[config.mk]
export PLATFORM = sky130hd
export DESIGN_NAME = trdb_packet_scheduler
export DESIGN_NICKNAME = d
export VERILOG_FILES = /design/src/rtl/trdb_packet_scheduler.sv
export SDC_FILE = /design/constraint.sdc
export NUM_CORES = 1
export LEC_CHECK = 0
export ABC_AREA = 1
export BUFFER_PORTS_ARGS = -buffer_cell sky130_fd_sc_hd__buf_2
export CAP_MARGIN = 20
export CORE_UTILIZATION = 45
export CTS_BUF_LIST = sky130_fd_sc_hd__clkbuf_8
export DETAILED_ROUTE_END_ITERATION = 10
export PLACE_DENSITY = 0.7
export SYNTH_ARGS = -nofsm -noshare
export SYNTH_HDL_FRONTEND = slang
export SYNTH_SLANG_ARGS = --single-unit
[constraint.sdc]
create_clock -name clk_i -period 2.3 [get_ports clk_i]
set_clock_uncertainty 0.15 [all_clocks]
set_input_delay 0.23 -clock clk_i [delete_from_list [all_inputs] [get_ports clk_i]]
set_output_delay 0.23 -clock clk_i [all_outputs]
set_load 0.02 [all_outputs]
[src/rtl/trdb_packet_scheduler.sv]
// ============================================================================
// Module   : trdb_packet_scheduler
// Brief    : In-order packet request FIFO with overflow drop and sync injection
// Revision : 1.0 - initial release
// ============================================================================
`timescale 1ns/1ps
`default_nettype none

package trdb_pkg;
    typedef enum logic [1:0] {
        F_OPT_EXT    = 2'b00,
        F_DIFF_DELTA = 2'b01,
        F_ADDR_ONLY  = 2'b10,
        F_SYNC       = 2'b11
    } trdb_format_e;

    typedef enum logic [1:0] {
        SF_START   = 2'b00,
        SF_TRAP    = 2'b01,
        SF_CONTEXT = 2'b10,
        SF_SUPPORT = 2'b11
    } trdb_f_sync_subformat_e;

    typedef enum logic [1:0] {
        NO_CHANGE  = 2'b00,
        ENDED_REP  = 2'b01,
        TRACE_LOST = 2'b10,
        ENDED_NTR  = 2'b11
    } qual_status_e;
endpackage

module trdb_packet_scheduler
    import trdb_pkg::*;
#(
    parameter int DEPTH = 4,
    parameter int CNT_W = 8
) (
    input  logic                        clk_i,
    input  logic                        rst_i,
    input  logic                        valid_i,
    input  trdb_format_e                packet_format_i,
    input  trdb_f_sync_subformat_e      packet_f_sync_subformat_i,
    input  logic                        thaddr_i,
    input  logic                        cause_mux_i,
    input  logic                        tval_mux_i,
    input  qual_status_e                qual_status_i,
    input  logic                        ready_i,
    output logic                        valid_o,
    output trdb_format_e                packet_format_o,
    output trdb_f_sync_subformat_e      packet_f_sync_subformat_o,
    output logic                        thaddr_o,
    output logic                        cause_mux_o,
    output logic                        tval_mux_o,
    output qual_status_e                qual_status_o,
    output logic                        resync_req_o,
    output logic                        packets_lost_o,
    output logic [CNT_W-1:0]            lost_cnt_o,
    output logic [$clog2(DEPTH):0]      level_o
);

    localparam int PTR_W = $clog2(DEPTH);
    localparam int LVL_W = PTR_W + 1;
    localparam int ENT_W = 9;
    localparam logic [LVL_W-1:0] c_full = LVL_W'(DEPTH);

    typedef enum logic [1:0] {
        ST_NORMAL = 2'b00,
        ST_LOST   = 2'b01,
        ST_INJECT = 2'b10
    } state_t;

    state_t               r_state;
    logic [ENT_W-1:0]     r_mem [DEPTH];
    logic [PTR_W-1:0]     r_wr_ptr;
    logic [PTR_W-1:0]     r_rd_ptr;
    logic [LVL_W-1:0]     r_level;
    logic [CNT_W-1:0]     r_lost_cnt;
    logic                 r_packets_lost;
    logic                 r_resync;

    logic                 w_nonempty;
    logic                 w_pop;
    logic                 w_push;
    logic                 w_drop;
    logic [ENT_W-1:0]     w_entry;
    logic [ENT_W-1:0]     w_head;

    assign w_nonempty = (r_level != '0);
    // The injected packet never coexists with FIFO content: INJECT is only entered empty.
    assign w_pop      = w_nonempty && ready_i && (r_state != ST_INJECT);
    assign w_push     = valid_i && (r_state == ST_NORMAL) && ((r_level < c_full) || w_pop);
    assign w_drop     = valid_i && !w_push;
    assign w_entry    = {packet_format_i, packet_f_sync_subformat_i, thaddr_i,
                         cause_mux_i, tval_mux_i, qual_status_i};
    assign w_head     = r_mem[r_rd_ptr];

    always_ff @(posedge clk_i) begin
        if (w_push) begin
            r_mem[r_wr_ptr] <= w_entry;
        end
    end

    always_ff @(posedge clk_i or posedge rst_i) begin
        if (rst_i) begin
            r_state        <= ST_NORMAL;
            r_wr_ptr       <= '0;
            r_rd_ptr       <= '0;
            r_level        <= '0;
            r_lost_cnt     <= '0;
            r_packets_lost <= 1'b0;
            r_resync       <= 1'b0;
        end else begin
            r_resync <= 1'b0;
            if (w_push) begin
                r_wr_ptr <= r_wr_ptr + 1'b1;
            end
            if (w_pop) begin
                r_rd_ptr <= r_rd_ptr + 1'b1;
            end
            if (w_push && !w_pop) begin
                r_level <= r_level + LVL_W'(1);
            end else if (!w_push && w_pop) begin
                r_level <= r_level - LVL_W'(1);
            end
            if (w_drop && (r_lost_cnt != '1)) begin
                r_lost_cnt <= r_lost_cnt + CNT_W'(1);
            end
            case (r_state)
                ST_NORMAL: begin
                    if (w_drop) begin
                        r_packets_lost <= 1'b1;
                        r_state        <= ST_LOST;
                    end
                end
                ST_LOST: begin
                    if (r_level == '0) begin
                        r_state <= ST_INJECT;
                    end
                end
                ST_INJECT: begin
                    if (ready_i) begin
                        r_packets_lost <= 1'b0;
                        r_resync       <= 1'b1;
                        r_state        <= ST_NORMAL;
                    end
                end
                default: r_state <= ST_NORMAL;
            endcase
        end
    end

    always_comb begin
        valid_o                   = 1'b0;
        packet_format_o           = F_OPT_EXT;
        packet_f_sync_subformat_o = SF_START;
        thaddr_o                  = 1'b0;
        cause_mux_o               = 1'b0;
        tval_mux_o                = 1'b0;
        qual_status_o             = NO_CHANGE;
        if (r_state == ST_INJECT) begin
            valid_o                   = 1'b1;
            packet_format_o           = F_SYNC;
            packet_f_sync_subformat_o = SF_SUPPORT;
            qual_status_o             = TRACE_LOST;
        end else if (w_nonempty) begin
            valid_o                   = 1'b1;
            packet_format_o           = trdb_format_e'(w_head[8:7]);
            packet_f_sync_subformat_o = trdb_f_sync_subformat_e'(w_head[6:5]);
            thaddr_o                  = w_head[4];
            cause_mux_o               = w_head[3];
            tval_mux_o                = w_head[2];
            qual_status_o             = qual_status_e'(w_head[1:0]);
        end
    end

    assign resync_req_o   = r_resync;
    assign packets_lost_o = r_packets_lost;
    assign lost_cnt_o     = r_lost_cnt;
    assign level_o        = r_level;

endmodule

`default_nettype wire
==> results.md <==
- Post-Syn Nets: 258
- Global-route usage over all layers: 17.3%
- I/O Buffers: 35
- Row count: 26
- I/O pin count: 36
- Synthesized area: 2500 µm²
- Area post-placement: 2820 µm²
- Max layer used: met4
- TritonRoute pass-1 iters: 4
- Worst path required time: 2.34 ns
- DRC: 0
- Crit. Startpoint: r_state[1]
- FF+latch area: 1560 µm²
- Final GP Congestion: 0.755
- Worst slew pin tran: 0.709 ns
- Area of the multi-input gates: 848 µm²
- Setup slack after layout: 0.170 ns
- Setup Total Neg Slack: 0 ns
- Area growth syn-to-layout: 20.6%
- Largest net degree at the start of global routing: 21
- Final Max Slew Viols: 0
- Die ar.: 5850 µm²
- Post-detail-place hpwl: 3.12 mm
- CP Capture Type: register
- Mapped Cells: 238
- Final ANT Viol Nets: 0
- Pwr per Cell Area: 1210 nW/µm²
- Vias in the first global route: 1,764
- Final net count: 316
- Layout cells sized above 1: 22.6%
- Worst R2R End: level_o[2]
- Synth Register Bits: 55
- Worst reg2reg path startpoint: r_state[1]
- Hold Crit Class: in -> reg
- WL per Instance: 12.7 µm
- Worst rel slew slack: 52.7%
- Met2 routed WL: 2.30 mm
- Clock latency on the worst-skew pair: 0.30 ns
- Total Wirelength: 4.65 mm
- Crit path kind: reg -> reg
- Placement Setup Slack: 0.106 ns
- Max cap viols: 0
- Final critical-path required period: 2.13 ns
- 1st-iter DRT viols: 74
- Status: complete, no violations
- Routed vias/inst: 4.98
- Antenna diodes: 0
- Lkg Pwr: 1.35 nW
- WP data arrival: 2.17 ns
- Syn avg cell area: 10.5 µm²
- Clk slew on worst S/H paths: 0.09 ns
- Final Hold Fails: 0
- VDD IR max: 0.000735 V
- Crit path capture: level_o[2]
- Cells on Worst Hold Path: 1
- Sink Count: 55
- TritonCTS Buffers: 5
- Global-route wire length before repair: 7.83 mm
- CTS tree: built
- Fill cells: 454
- Met3 wire length: 254 µm
- Clk buf depth: 2
- R2R Setup Slk: 0.17 ns
- Period utilization: 92.6%
- Unique masters post-synth: 25
- Placeable Area: 5240 µm²
- Die H: 76.5 µm
- CP max FO: 6
- Gr ovfl total: 0
- CTS H-tree lvls: 2
- Root Driver: clkbuf_8
- Die width: 76.5 µm
- Setup violators final: 0
- Yosys warns: 0
- Design Area, Final: 3010 µm²
- Post-synthesis sequential area ratio: 62.3%
- Vias: 1,828
- Register-to-Register Path Depth: 11
- Core Util, Final: 57.5%
- RSZ-0062 raised after global routing: false
- Fmax: 0.469 GHz
- Metal-1 WL: 2.04 mm
- Startpoint types: register
- Initial antenna violation count: 0
- Initial Util: 47.7%
==> flip-flops by register name, indices dropped and copies added (netlist names) <==
name,flops
resync_req_o,1
lost_cnt_o,8
r_state,2
r_rd_ptr,2
r_mem,36
r_wr_ptr,2
packets_lost_o,1
level_o,3
==> metal layers <==
layer | GRT usage, % | vias to the layer above
met4 | 5.77 | 0
met2 | 29.6 | 54
li1 | - | 913
met5 | 0 | -
met3 | 4.19 | 8
met1 | 21.3 | 853
==> final cells by class <==
| cell class | count | area share (%) |
|---|---|---|
| Clock buffer | 5 | 2.28 |
| Sequential cell | 55 | 51.6 |
| Inverter | 18 | 2.37 |
| Clock inverter | 3 | 0.623 |
| Multi-Input combinational cell | 159 | 28.1 |
| Tap cell | 70 | 2.91 |
| Timing Repair Buffer | 57 | 12.0 |
==> critical path: stages (launching register included) <==
cell and delay, ns:
dfrtp_1 0.45, nand2_2 0.14, nand2_1 0.07, nand2_2 0.11, nand2_4 0.06, inv_2 0.06
ha_1 0.14, inv_1 0.07, fa_1 0.37, a21oi_1 0.15, o21ai_0 0.11, xor2_1 0.15
==> metrics by stage <==
step / cells / hold WS (ns) / power, mW
finish: 367 / 0.0145 / 3.63
global route: 367 / 0.00267 / 3.91
CTS: 364 / 0.00270 / 3.62
detailed placement: 348 / 0.241 / 3.10
global placement: 348 / 0.239 / 3.07
floorplan: 238 / 0.0311 / 2.58
==> how the worst min path moves through the flow <==
stage               startpoint     endpoint  slack [ns]
global route          thaddr_i  r_mem[2][4]       0.003
global placement         rst_i   level_o[1]        0.24
finish                thaddr_i  r_mem[3][4]        0.01
floorplan                rst_i   level_o[0]        0.03
CTS                   thaddr_i  r_mem[3][4]       0.003
detailed placement       rst_i   level_o[1]        0.24
==> cell usage in the layout (no fill, tap or decap) <==
master         count
a21oi_1            5
inv_2              1
ha_1               6
nor3_4             1
o22ai_1            5
xnor2_1            1
nand2_2            3
buf_4             13
o21ai_1            1
nand2_4            2
a21oi_4            1
clkinvlp_4         1
inv_1             16
xor2_1             7
edfxtp_1          36
nand4_1            3
nand2_1           48
nand3_1            7
buf_2             35
inv_6              1
nand3b_1           3
o21ai_0           21
dfrtp_1           19
nand3_4            1
fa_1               1
clkbuf_8           5
nor2_1            42
clkinv_2           2
dlygate4sd3_1      9
mux2_2             1
==> cells by family (layout without fill, tap and decap cells) <==
group / count (synthesis) / count (layout) / synth area share, %
compound gates: 33 / 33 / 7.31
flops: 55 / 55 / 62.3
mux: 1 / 1 / 0.451
buf+inv: 24 / 83 / 3.86
xor+xnor: 8 / 8 / 2.80
fa+ha+maj: 7 / 7 / 3.81
simple gates: 110 / 110 / 19.5
==> cell usage after synthesis (all sizes together) <==
cell / n / area, µm²
nand2: 53 / 219
xor2: 7 / 61.3
clkbuf: 1 / 3.75
buf: 5 / 25.0
edfxtp: 36 / 1080
xnor2: 1 / 8.76
a21oi: 6 / 41.3
mux2: 1 / 11.3
nand3: 8 / 52.6
nand4: 3 / 18.8
inv: 18 / 67.6
o21ai: 22 / 110
o22ai: 5 / 31.3
ha: 6 / 75.1
nor2: 42 / 158
nand3b: 3 / 22.5
nor3: 1 / 16.3
dfrtp: 19 / 475
fa: 1 / 20.0
==> report_power, final <==
| group | internal [mW] | switching (mW) |
|---|---|---|
| clock | 0.215 | 0.301 |
| combinational | 0.617 | 1.09 |
| sequential | 1.27 | 0.149 |
| total | 2.10 | 1.54 |
==> timing repair <==
item,4_1_cts,5_1_grt
hold endpoints to repair,47,2
hold buffers,8,1
resized for setup,0,2
buffers inserted,0,2
setup endpoints to repair,0,3
No activity file was read; power rests on OpenSTA's default activity.
